**src/rtl/pwrmgmt_sib_access_seq.sv**
```systemverilog
// pwrmgmt_sib_access_seq: turns one parallel request into a SIB open / data capture-shift-update / SIB close IJTAG access; PWRMGMT_SEQ_READBACK_EN enables rdata capture and rd_err
module pwrmgmt_sib_access_seq #(
  parameter int DATA_W = 8
) (
  input  logic              ijtag_tck,
  input  logic              ijtag_rst,
  input  logic              req,
  input  logic [DATA_W-1:0] req_wdata,
  output logic              busy,
  output logic              done,
  output logic [DATA_W-1:0] rdata,
`ifdef PWRMGMT_SEQ_READBACK_EN
  output logic              rd_err,
`endif
  output logic              ijtag_sel,
  output logic              ijtag_ce,
  output logic              ijtag_se,
  output logic              ijtag_ue,
  output logic              ijtag_si,
  input  logic              ijtag_so
);
  localparam int CW = $clog2(DATA_W + 2);
  typedef enum logic [3:0] {
    IDLE, O_CAP, O_SHIFT, O_UPD, O_SETTLE, D_CAP, D_SHIFT, D_UPD, C_SETTLE, DONE
  } state_t;
  state_t state_q, state_d;
  logic [CW-1:0] cnt_q, cnt_d;
  logic [DATA_W:0] wsh_q, wsh_d;
  logic sel_q, ce_q, se_q, ue_q, si_q;
  logic sel_d, ce_d, se_d, ue_d, si_d;
  logic accept;
  assign accept = (state_q == IDLE) && req;
  assign busy = (state_q != IDLE);
  assign done = (state_q == DONE);
  assign ijtag_sel = sel_q;
  assign ijtag_ce = ce_q;
  assign ijtag_se = se_q;
  assign ijtag_ue = ue_q;
  assign ijtag_si = si_q;
  // next state, shared settle/bit counter, write shifter and scan decode of the state about to be entered
  always_comb begin
    state_d = state_q;
    case (state_q)
      IDLE:     if (req) state_d = O_CAP;
      O_CAP:    state_d = O_SHIFT;
      O_SHIFT:  state_d = O_UPD;
      O_UPD:    state_d = O_SETTLE;
      O_SETTLE: if (cnt_q == CW'(1)) state_d = D_CAP;
      D_CAP:    state_d = D_SHIFT;
      D_SHIFT:  if (cnt_q == CW'(DATA_W)) state_d = D_UPD;
      D_UPD:    state_d = C_SETTLE;
      C_SETTLE: if (cnt_q == CW'(1)) state_d = DONE;
      DONE:     state_d = IDLE;
      default:  state_d = IDLE;
    endcase
    cnt_d = (state_d != state_q) ? '0 : cnt_q + CW'(cnt_q != CW'(DATA_W));
    wsh_d = accept ? {req_wdata, 1'b0} : (state_d == D_SHIFT) ? {1'b0, wsh_q[DATA_W:1]} : wsh_q;
    sel_d = state_d inside {O_CAP, O_SHIFT, O_UPD, O_SETTLE, D_CAP, D_SHIFT, D_UPD};
    ce_d = state_d inside {O_CAP, D_CAP};
    se_d = state_d inside {O_SHIFT, D_SHIFT};
    ue_d = state_d inside {O_UPD, D_UPD};
    si_d = (state_d == O_SHIFT) || ((state_d == D_SHIFT) && wsh_q[0]);
  end
  // state, counter and write shifter advance on the rising edge
  always_ff @(posedge ijtag_tck or posedge ijtag_rst) begin
    if (ijtag_rst) begin
      state_q <= IDLE;
      cnt_q <= '0;
      wsh_q <= '0;
    end else begin
      state_q <= state_d;
      cnt_q <= cnt_d;
      wsh_q <= wsh_d;
    end
  end
  // scan controls for the next state launch on the falling edge, half a cycle ahead of the SIB sample
  always_ff @(negedge ijtag_tck or posedge ijtag_rst) begin
    if (ijtag_rst) begin
      sel_q <= 1'b0;
      ce_q <= 1'b0;
      se_q <= 1'b0;
      ue_q <= 1'b0;
      si_q <= 1'b0;
    end else begin
      sel_q <= sel_d;
      ce_q <= ce_d;
      se_q <= se_d;
      ue_q <= ue_d;
      si_q <= si_d;
    end
  end
`ifdef PWRMGMT_SEQ_READBACK_EN
  logic [DATA_W:0] rsh_q, rsh_d;
  logic [DATA_W-1:0] rdata_q, rdata_d;
  logic rd_err_q, rd_err_d;
  assign rdata = rdata_q;
  assign rd_err = rd_err_q;
  // collect ijtag_so on each shift edge; sample 0 is the SIB bit, the rest is the register, published entering DONE
  always_comb begin
    rsh_d = (state_d == D_SHIFT) ? {ijtag_so, rsh_q[DATA_W:1]} : rsh_q;
    rdata_d = (state_d == DONE) ? rsh_q[DATA_W:1] : rdata_q;
    rd_err_d = (state_d == DONE) ? rsh_q[0] : accept ? 1'b0 : rd_err_q;
  end
  // readback registers
  always_ff @(posedge ijtag_tck or posedge ijtag_rst) begin
    if (ijtag_rst) begin
      rsh_q <= '0;
      rdata_q <= '0;
      rd_err_q <= 1'b0;
    end else begin
      rsh_q <= rsh_d;
      rdata_q <= rdata_d;
      rd_err_q <= rd_err_d;
    end
  end
`else
  logic unused_so;
  assign unused_so = ijtag_so;
  assign rdata = '0;
`endif
endmodule

```
**config.mk**
```make
export PLATFORM = sky130hd
export DESIGN_NAME = pwrmgmt_sib_access_seq
export DESIGN_NICKNAME = d
export VERILOG_FILES = /design/src/rtl/pwrmgmt_sib_access_seq.sv
export SDC_FILE = /design/constraint.sdc
export NUM_CORES = 1
export LEC_CHECK = 0
export BUFFER_PORTS_ARGS = -buffer_cell sky130_fd_sc_hd__buf_4
export CAP_MARGIN = 0
export CORE_ASPECT_RATIO = 0.9
export CORE_MARGIN = 5
export CORE_UTILIZATION = 47
export DETAILED_ROUTE_END_ITERATION = 16
export PLACE_DENSITY = 0.79
export SYNTH_ARGS = -nofsm -noshare
export SYNTH_HDL_FRONTEND = slang
export SYNTH_SLANG_ARGS = --single-unit
```
**constraint.sdc**
```tcl
create_clock -name ijtag_tck -period 1.6 [get_ports ijtag_tck]
set_clock_uncertainty 0.1 [all_clocks]
set_input_delay 0 -clock ijtag_tck [delete_from_list [all_inputs] [get_ports ijtag_tck]]
set_output_delay 0 -clock ijtag_tck [all_outputs]
set_load 0.1 [all_outputs]
```
* Word-level counts from Yosys, hierarchy flattened
Index checks and enable logic that the tools add are counted.
** Operators by class
- Mux-type cells :: 8
- Multipliers :: 0
- $add $sub $neg :: 1
- Shifts and indexed selects :: 0
- Magnitude comparators :: 0
- Equality and inequality tests :: 20
- Bitwise gates (word level) :: 0
- Divide/modulo/power cells :: 0
- Reduce and logical (&&, ||, !) cells :: 10
** Operators by type and width (count)
- $pmux W4 S9 :: 1
- $eq A4 B3 Y1 const B :: 8
- $mux W4 :: 5
- $mux W9 :: 2
- $eq A4 B2 Y1 const B :: 4
- $eq A4 B1 Y1 const B :: 3
- $eq A4 B4 Y1 const B :: 3
- $reduce_bool A2 Y1 :: 4
- $reduce_bool A7 Y1 :: 1
- $add A4 B1 Y4 :: 1
- $logic_not A4 Y1 :: 1
- $ne A4 B4 Y1 :: 1
- $ne A4 B4 Y1 const B :: 1
- $reduce_bool A4 Y1 :: 1
- $logic_and A1 B1 Y1 :: 2
- $logic_or A1 B1 Y1 :: 1
** Word-level totals
- Word-level logic and storage cells :: 47
- Input bits :: 12
- Bits in latches :: 0
- Memory bits (writable) :: 0
- Memories :: 0
- ROM bits :: 0
- Flip-flop bits (word level) :: 22

* Logic depth before layout (Yosys ltp)
- Depth in word-level cells :: 6
- Depth in mapped cells :: 7
- Mapped depth without buffers :: 7

==> flow_metrics.tcl <==
set metrics [dict create \
    top_usage_layer "met2" \
    required_ns 0.86 \
    r2r-start "cnt_q[2]$_DFF_PP0_" \
    dpl.hpwl_mm 2.076 \
    cts_tree "done" \
    grt_pass1_vias 1073 \
    htree_levels 1 \
    hp-class "input pin to asynchronous set/reset pin" \
    clkSlewWorstSetupHoldPaths_ns 0.12 \
    gp_congestion 0.9288 \
    ir_worst_vdd_v 0.001972 \
    post-place-ws_ns -0.7804 \
    syn_area_um2 1169 \
    overflow 0 \
    drv_slew 0 \
    syn_to_final_growth_pct 55.78 \
    numCtsBuffers 3 \
    ys.flop_type "dfrtp_1" \
    antenna_left 0 \
    synth_top_area_share_pct 36.40 \
    crit_path_start_kind "register" \
    syn_inst 107 \
    cp.arrival_ns 1.69 \
    die_y_um 57.31 \
    drive_gt1_share_pct 44.79 \
    grt_pass1_wl_mm 5.340 \
    critPathKind "register to register" \
    synth_edf_count 0 \
    die_area_um2 3585 \
    seq_area_frac_synth_pct 47.11 \
    start_util_pct 48.19 \
    end_kind "register" \
    grt_usage_pct 19.21 \
    r2r_slack_ns -0.84 \
    crit_start "cnt_q[2]$_DFF_PP0_" \
    rows 17 \
    clock_sinks 22 \
    final_cell_mix "buf_4, dfrtp_1, dlygate4sd3_1" \
    drc 0 \
    routed_wl_mm 3.356 \
    fin_nets 180 \
    syn_area_per_cell_um2 10.92 \
    use_met2_pct 32.84 \
    portBuffers 17 \
    cp_max_fo 5 \
    worstSetupEndpoint "ijtag_si$_DFF_NP0_" \
    failed_checks "negative setup slack" \
    first_pass_iters 4 \
    drtIter0Drc 89 \
    ys_top_cells_by_area "dfrtp_1, dfrtn_1, a22o_1, buf_4, a21o_1" \
    setup_viol 26 \
    final_common_cell "buf_4" \
    status "complete, but fails checks" \
    clk_latency_ns 0.32 \
    die_x_um 62.56 \
    vias_per_cell 5.613 \
    grt_start_max_net_pins 14 \
    ys.warnings.count 0 \
    vias 1072 \
    utilization_pct 75.08 \
    p_leak_nw 0.9132 \
    antenna_found_initial 0 \
    r2r-end "ijtag_si$_DFF_NP0_" \
    power.density_nw_per_um2 2200 \
    timing.final.ws_setup_ns -0.8380 \
    cts_root_buf "clkbuf_4" \
    wl_per_cell_um 17.57 \
    met1_usage_pct 24.91 \
    rsz0062_at_grt "yes" \
    ff2ff_path_depth 4 \
    yosysTopAreaCell "dfrtp_1" \
    hold_viol 0 \
    yosysUniqueCellTypes 39 \
    synth_seq_cells 22 \
    core_um2 2425 \
    ios 27 \
    grt_use_met3_pct 2.362 \
    diodes 0 \
    cap_violations 0 \
    async_flop_share_pct 100.0 \
    clk_path_buf_depth 2 \
]
## layout make-up
| cell class | count | area (um2) |
|---|---|---|
| flip-flops and latches | 22 | 551.8 |
| clock inverters | 1 | 30.03 |
| clock buffers | 3 | 22.52 |
| inverters | 4 | 15.01 |
| multi-input cells | 74 | 583.1 |
| well taps | 28 | 35.03 |
| repair buffers | 59 | 583.1 |
| fillers | 150 | 604.3 |
## worst min path at each step
stage / start / endpoint / cells past startpoint
floorplan: ijtag_rst / cnt_q[0]$_DFF_PP0_ / 1
global placement: ijtag_rst / state_q[3]$_DFF_PP0_ / 2
detailed placement: ijtag_rst / state_q[2]$_DFF_PP0_ / 2
CTS: ijtag_rst / state_q[2]$_DFF_PP0_ / 3
global route: ijtag_rst / state_q[3]$_DFF_PP0_ / 3
finish: ijtag_rst / state_q[3]$_DFF_PP0_ / 3
## synth_stat cells, types with 3 or more instances
master,n
and2_1,3
nor2_1,3
nor3_1,3
buf_4,8
ha_1,4
a21o_1,7
inv_1,4
dfrtn_1,5
nand2_1,5
buf_6,3
nand3_1,3
a21oi_1,3
dfrtp_1,17
a22o_1,8
## registers in the layout, summed over array words and instances (netlist names)
name / flops
wsh_q: 9
cnt_q: 4
state_q: 4
ijtag_ce: 1
ijtag_se: 1
ijtag_sel: 1
ijtag_si: 1
ijtag_ue: 1
## layer usage
layer  share of wire (%)  up-vias
li1                    -      476
met1                  41      546
met2                  51       43
met3                 6.7        7
met4                 1.8        0
met5                   0        -
## critical path, stage by stage, from the launching register on
cell and delay, ns:
dfrtp_1 0.40, or4_4 0.57, o22ai_4 0.20, a21o_4 0.16, nor3_1 0.05
## power by group
part | total [W] | leakage, nW | switching (W) | internal [W]
logic | 0.00265 | 0.601 | 0.00140 | 0.00124
clock network | 0.000432 | 0.0279 | 0.000179 | 0.000254
registers | 0.000925 | 0.285 | 0.000165 | 0.000760
total | 0.00400 | 0.913 | 0.00175 | 0.00226
## kinds of logic after synthesis
group                      share of synthesized area, %
other                                            0.3209
xor gates and xnor gates                          2.249
adders and majority gates                         4.283
DFF                                               47.11
buffers and inverters                             10.38
and+or+nand+nor                                   13.81
AOI/OAI and AO/OA                                 20.98
muxes                                            0.8566
## through the flow
step           std cells  hold slack [ns]  power (W)  TNS (ns)  area, um2
6_report             191           0.1118   0.004004    -8.892       1821
3_5_place_dp         168         -0.08836   0.002927    -7.241       1440
5_1_grt              191           0.1317   0.004205    -10.12       1821
4_1_cts              187           0.1229   0.003862    -8.402       1785
3_3_place_gp         168          -0.1080   0.002844    -6.596       1440
2_1_floorplan        114          -0.1109   0.002341    -5.879       1212
## what timing repair did
| item | in CTS | in global routing |
|---|---|---|
| resized for setup | 40 | 4 |
| setup endpoints to repair | 25 | 26 |
| pin swaps | 11 | 9 |
| endpoints found under the hold margin | 25 | 0 |
| setup buffers | 7 | 6 |
| hold buffers | 9 | 0 |
(Power assumes the default switching activity.)
